[src/rtl/video_timing.sv]
// Video raster timing generator: pixel tick at half the clk rate, h/v counters,
// render strobes for the line buffers and registered VGA outputs.
module video_timing #(
  parameter int unsigned H_ACTIVE = 640,
  parameter int unsigned H_FP     = 16,
  parameter int unsigned H_SYNC   = 96,
  parameter int unsigned H_BP     = 48,
  parameter int unsigned V_ACTIVE = 480,
  parameter int unsigned V_FP     = 10,
  parameter int unsigned V_SYNC   = 2,
  parameter int unsigned V_BP     = 33
) (
  input  logic       clk,
  input  logic       rst_n,
  input  logic       enable,
  output logic [8:0] display_line_idx,
  output logic       display_start_of_screen,
  output logic       display_start_of_line,
  output logic       display_next_pixel,
  input  logic [7:0] display_data,
  output logic [7:0] vga_pixel,
  output logic       vga_de,
  output logic       vga_hsync_n,
  output logic       vga_vsync_n
);

  localparam int unsigned H_TOTAL = H_ACTIVE + H_FP + H_SYNC + H_BP;
  localparam int unsigned V_TOTAL = V_ACTIVE + V_FP + V_SYNC + V_BP;

  localparam logic [9:0] H_ACT_W   = 10'(H_ACTIVE);
  localparam logic [9:0] H_LAST_W  = 10'(H_TOTAL - 1);
  localparam logic [9:0] H_SYNC_LO = 10'(H_ACTIVE + H_FP);
  localparam logic [9:0] H_SYNC_HI = 10'(H_ACTIVE + H_FP + H_SYNC);
  localparam logic [9:0] V_ACT_W   = 10'(V_ACTIVE);
  localparam logic [9:0] V_LAST_W  = 10'(V_TOTAL - 1);
  localparam logic [9:0] V_SYNC_LO = 10'(V_ACTIVE + V_FP);
  localparam logic [9:0] V_SYNC_HI = 10'(V_ACTIVE + V_FP + V_SYNC);

  logic       phase_q, phase_d;
  logic [9:0] h_q, h_d;
  logic [9:0] v_q, v_d;
  logic [7:0] pixel_q, pixel_d;
  logic       de_q, de_d;
  logic       hsync_n_q, hsync_n_d;
  logic       vsync_n_q, vsync_n_d;

  logic tick;
  logic h_end;
  logic v_end;
  logic in_active;
  logic in_hsync;
  logic in_vsync;

  always_comb begin
    tick      = enable & phase_q;
    h_end     = (h_q == H_LAST_W);
    v_end     = (v_q == V_LAST_W);
    in_active = (h_q < H_ACT_W) && (v_q < V_ACT_W);
    in_hsync  = (h_q >= H_SYNC_LO) && (h_q < H_SYNC_HI);
    in_vsync  = (v_q >= V_SYNC_LO) && (v_q < V_SYNC_HI);

    phase_d   = phase_q;
    h_d       = h_q;
    v_d       = v_q;
    pixel_d   = pixel_q;
    de_d      = de_q;
    hsync_n_d = hsync_n_q;
    vsync_n_d = vsync_n_q;

    if (enable) begin
      phase_d = ~phase_q;
    end

    // All four VGA outputs load on the same tick from the same h/v, keeping them aligned.
    if (tick) begin
      h_d = h_end ? '0 : h_q + 10'd1;
      if (h_end) begin
        v_d = v_end ? '0 : v_q + 10'd1;
      end
      pixel_d   = in_active ? display_data : '0;
      de_d      = in_active;
      hsync_n_d = ~in_hsync;
      vsync_n_d = ~in_vsync;
    end
  end

  always_ff @(posedge clk or negedge rst_n) begin
    if (!rst_n) begin
      phase_q   <= 1'b0;
      h_q       <= '0;
      v_q       <= '0;
      pixel_q   <= '0;
      de_q      <= 1'b0;
      hsync_n_q <= 1'b1;
      vsync_n_q <= 1'b1;
    end else begin
      phase_q   <= phase_d;
      h_q       <= h_d;
      v_q       <= v_d;
      pixel_q   <= pixel_d;
      de_q      <= de_d;
      hsync_n_q <= hsync_n_d;
      vsync_n_q <= vsync_n_d;
    end
  end

  // Strobes are gated by tick, so reset (phase=0) and enable=0 both silence them.
  assign display_next_pixel      = tick & in_active;
  assign display_start_of_line   = tick & (h_q == H_ACT_W);
  assign display_start_of_screen = tick & (h_q == H_ACT_W) & v_end;
  assign display_line_idx        = v_end ? '0 : 9'(v_q + 10'd1);

  assign vga_pixel   = pixel_q;
  assign vga_de      = de_q;
  assign vga_hsync_n = hsync_n_q;
  assign vga_vsync_n = vsync_n_q;

endmodule

[config.mk]
export PLATFORM = sky130hd
export DESIGN_NAME = video_timing
export DESIGN_NICKNAME = d
export VERILOG_FILES = /design/src/rtl/video_timing.sv
export SDC_FILE = /design/constraint.sdc
export NUM_CORES = 1
export LEC_CHECK = 0
export CORE_ASPECT_RATIO = 0.6
export CORE_MARGIN = 5
export CORE_UTILIZATION = 51
export DETAILED_ROUTE_END_ITERATION = 10
export GPL_TIMING_DRIVEN = 0
export HOLD_SLACK_MARGIN = 0.02
export PLACE_DENSITY = 0.83
export SYNTH_ARGS = -nofsm -noshare
export SYNTH_HDL_FRONTEND = slang
export SYNTH_SLANG_ARGS = --single-unit
[constraint.sdc]
create_clock -name clk -period 2.7 [get_ports clk]
set_input_delay 0.81 -clock clk [delete_from_list [all_inputs] [get_ports clk]]
set_output_delay 0.81 -clock clk [all_outputs]
set_load 0.02 [all_outputs]
# After elaboration in Yosys (flattened, before gate mapping)

Index checks and enable logic that the tools add are counted.

Output and inout bits: 23
Memory bits (writable): 0
Bits in latches: 0
Register bits: 32
Memories: 0
Bits in read-only memories: 0
Input bits: 11

Eq/ne operators: 3
Reductions and logical operators: 4
Bitwise logic cells: 7
Multipliers: 0
Add/subtract/negate cells: 2
Muxes and demuxes: 4
$lt $le $gt $ge: 6
Divide/modulo/power cells: 0
Shift operators: 0

Operators by type and width:

| kind                                                                          | count |
|---|---|
| 10-bit == test, second input constant                                         | 3 |
| 10-bit by 1-bit adder with 10-bit output, second input constant               | 2 |
| 10-bit less-than comparator, second input constant                            | 2 |
| 10-bit by 9-bit less-than comparator with 1-bit output, second input constant | 2 |
| 10-bit two-way mux                                                            | 2 |
| 10-bit >= comparator, second input constant                                   | 1 |
| 10-bit by 9-bit >= comparator with 1-bit output, second input constant        | 1 |
| 9-bit two-way mux                                                             | 1 |
| 8-bit two-way mux                                                             | 1 |
| 1-bit AND                                                                     | 4 |
| 1-bit logical AND                                                             | 3 |
| 1-bit NOT                                                                     | 3 |
| 2-bit AND reduction                                                           | 1 |

# Depth between registers and ports, before layout

Gate-level depths: netlist (run 1).

Depth in word-level cells: 3
Mapped depth: 7

# Worst setup path after synthesis (run 1)

No wires, ideal clock.

Path kind: input to output
Start point: input enable
End point: output display_start_of_screen
Slack: 185 ps
Buffers on the path: 1
Stages on the path: 4
Arrival: 1,705 ps
Path through: and2_1 clkbuf_1 and4_1 and2_1

Word-level cells in the longest chain between the ends: 3

RTL lines:

| element                         | line | RTL |
|---|---|---|
| from (decl)                     | 15   | `input logic enable,` |
| 1-bit AND                       | 55   | `tick = enable & phase_q;` |
| 1-bit AND                       | --   |  |
| named net display_start_of_line | 18   | `output logic display_start_of_line,` |
| 1-bit AND                       | 110  | `assign display_start_of_screen = tick & (h_q == H_ACT_W) & v_end;` |
| to (decl)                       | 17   | `output logic display_start_of_screen,` |

The timed path passes the listed nets, and every way through them passes these cells.

# Final worst setup path (run 1)

Start point: register v_q[0]
End point: output display_line_idx[8]

Word-level cells in the longest chain between the ends: 2
Elaborated cells on any way between the ends: 3

RTL lines:

| element                                                                           | line    | RTL |
|---|---|---|
| from (decl)                                                                       | 41      | `logic [9:0] v_q, v_d;` |
| from (signal assigned)                                                            | 99      | `v_q <= v_d;` |
| 10-bit by 1-bit adder with 10-bit output / 10-bit == test (equally long branches) | 111, 57 |  |
| 9-bit two-way mux *                                                               | 111     | `assign display_line_idx = v_end ? '0 : 9'(v_q + 10'd1);` |
| to (decl)                                                                         | 16      | `output logic [8:0] display_line_idx,` |

Mark *: on every way between the ends. The rest lies on a longest branch, timed or not.

==> run metrics, run 1 <==
Syn Nets=185; Ports=34; Fin Clk Skew=0.00901 ns; First-pass DRT Iterations=4; clk_lat worst skew=0.29 ns; crit start category=register; DRC Markers=0; max-slew violations=0; top post-synthesis cells by count=30 x dfrtp_1, 17 x nand2_1, 14 x nor2_1; Synth top area share=0.443; Std-Cell Rows=16; largest net degree at the start of global routing=33; Worst Setup Slack post-DPL=-0.982 ns; Finished Layout Cells=267; CP endpoint kind=output pin; worst slew pin tran=between 0.7 and 0.8 ns; hold_buf cts=0; Starting Density=0.526; antenna violations before repair=0; via count=between 1,500 and 2,000; Tcrit/Tclk final=0.998; layout cells sized above 1=0.252; leading area contributor after synthesis=dfrtp_1; min Tclk post-route=~2.7 ns; ys flop type=dfrtp_1; TritonCTS Sinks=32; sequential share of the synthesized area=0.474; n_diodes=0; min-delay worst type=register to register; GRT Total Usage=0.198; max-capacitance violation count=0; first-pass GRT wire length=6970 um; Post-Layout Inst Area=approximately 2300 um^2; fmax=around 370 MHz; core area=3220 um^2; Syn-to-layout area delta=34.6%; count leader, synth=dfrtp_1; HPWL after DPL=2900 um; Avg Inst Size Synth=9.97 um^2; TritonCTS buffer count=5; H-tree depth=2; Die X=84.4 um; Rel. slew slack=0.532; Iter 0 DRT Violations=~140; Post-Syn Area=roughly 1700 um^2; DR WL/cell=17.1 um; # setup viols final=0; Util after Layout=0.708; clock slew at reported path FFs=0.07 ns; Yosys reg bits=32; Overall Power=1.69 mW; count of flip-flops with a built-in enable after synthesis=0; status=completed; Final #Nets=roughly 240; routed vias/inst=5.79; Clock Tree Buf Depth=2; Die ar.=4620 um^2; antenna viol nets, final=0; WS Path Type=register to output pin; Worst EP arrival=around 1.9 ns; RSZ-0062 raised after global routing=true; CTS tree=done; PwrDens=739 nW/um^2; Crit Path Max Fanout=5; peak supply drop=0.000475 V; largest cells by area after synthesis=dfrtp_1 44%, xor2_1 5.2%, a22o_1 4.6%, nand2_1 3.8%, dfstp_2 3.1%; vias in the first global route=1,472; Pleak=about 1.0 nW; Mapped Cells=170; YS warnings=0; Root Driver=clkbuf_8; ys async rst share=1.00; Worst Slack Setup Final=0.00536 ns; Synth cell types=40; Post-Route WL=about 4600 um; chip height=54.7 um; placed instance area=~2100 um^2; Final Wtd Congestion=0.882; Crit path required time=1.89 ns; I/O Buffers=33; aggregate global routing overflow=0; Hold Vio Cnt, Final=0; Post-Place Cells=248
[path summary, 6_finish.rpt]
kind	start	endpoint	slack (ns)	depth (start not counted)
worst max-delay path	v_q[0]$_DFFE_PN0P_	display_line_idx[8]	0.005	6
worst min-delay path	vga_vsync_n$_DFFE_PN1P_	vga_vsync_n$_DFFE_PN1P_	0.49	2
worst max register to register	h_q[6]$_DFFE_PN0P_	v_q[6]$_DFFE_PN0P_	0.71	5
worst min register to register	vga_vsync_n$_DFFE_PN1P_	vga_vsync_n$_DFFE_PN1P_	0.49	2
max in group asynchronous	rst_n	v_q[2]$_DFFE_PN0P_	1.64	1
min in group asynchronous	rst_n	h_q[2]$_DFFE_PN0P_	0.56	1
[metal layers]
layer / up-vias / global-route usage / routed length (um)
li1: 704 / - / -
met1: 766 / 0.241 / 1970
met2: 65 / 0.338 / 2130
met3: 11 / 0.0752 / 358
met4: 0 / 0.0526 / 92
met5: - / 0 / 0
[cell type report]
type	count	area, um^2
fillers	225	941
multi-input cells	123	871
flip-flops and latches	32	807
repair buffers	45	372
clock buffers	6	72.6
well taps	45	56.3
plain buffers	7	42.5
clock inverters	2	35.0
inverters	7	26.3
[per-stage QoR]
stage	hold slack [ns]	TNS [ns]
floorplan	0.468	0
detailed placement	0.479	-3.46
finish	0.488	0
global placement	0.460	-3.01
global route	0.514	-0.0526
CTS	0.489	0
[kinds of logic after synthesis]
logic type               share of synthesized area
buffers and inverters                       0.0391
flip-flops                                   0.474
AO/OA/AOI/OAI                                0.125
adder cells (fa/ha/maj)                     0.0295
XOR/XNOR                                    0.0775
multiplexers                               0.00664
AND/OR/NAND/NOR                              0.248
[flip-flops by register name, indices dropped and copies added (netlist names)]
register / cells
h_q: 10
v_q: 10
vga_pixel: 8
phase_q: 1
vga_de: 1
vga_hsync_n: 1
vga_vsync_n: 1
[power breakdown]
part	switching (mW)	internal [mW]	leakage (nW)
sequential	0.0842	0.600	0.394
clock	0.183	0.274	0.0552
combinational	0.280	0.266	0.550
total	0.547	1.14	0.999
[placed cells by master (no fill, tap or decap), drive strengths merged, types with 2 or more instances in the layout]
cell type / n
ha: 4
dlygate4sd2: 2
buf: 24
or2: 2
and3: 3
nand2b: 2
and4: 4
a31oi: 2
clkbuf: 12
dfstp: 2
nor2: 14
xnor2: 5
nand4: 7
inv: 7
o2bb2ai: 3
nor3: 6
nand2: 17
nor4b: 3
a22o: 9
xor2: 10
o21ai: 11
dfrtp: 30
clkdlybuf4s50: 19
and2: 4
a21oi: 2
nand3: 6
[worst max-delay path, stage by stage (launching register included)]
cell	delay [ns]
dfrtp_2	0.44
ha_2	0.22
and3_4	0.17
and3_2	0.25
and3_1	0.20
xor2_1	0.14
buf_4	0.16
[what timing repair did]
item	4_1_cts	5_1_grt
endpoints found under the hold margin	0	0
resized for setup	43	21
setup endpoints to repair	12	10
setup buffers	4	8
pin swaps	2	4
(Power assumes the default switching activity.)
==> run 2, diff against run 1 <==
--- a/config.mk
+++ b/config.mk
@@ -10,7 +10,7 @@
 export CORE_UTILIZATION = 51
 export DETAILED_ROUTE_END_ITERATION = 10
 export GPL_TIMING_DRIVEN = 0
-export HOLD_SLACK_MARGIN = 0.02
+export HOLD_SLACK_MARGIN = 0.12
 export PLACE_DENSITY = 0.83
 export SYNTH_ARGS = -nofsm -noshare
 export SYNTH_HDL_FRONTEND = slang
==> results of run 2 <==
The final DEF is identical to that of run 1; final timing and power are the same.
==> run 3, diff against run 2 <==
--- a/config.mk
+++ b/config.mk
@@ -9,6 +9,7 @@
 export CORE_MARGIN = 5
 export CORE_UTILIZATION = 51
 export DETAILED_ROUTE_END_ITERATION = 10
+export GPL_ROUTABILITY_DRIVEN = 1
 export GPL_TIMING_DRIVEN = 0
 export HOLD_SLACK_MARGIN = 0.12
 export PLACE_DENSITY = 0.83
==> results of run 3 <==
The final DEF is identical to that of run 1; final timing and power are the same.
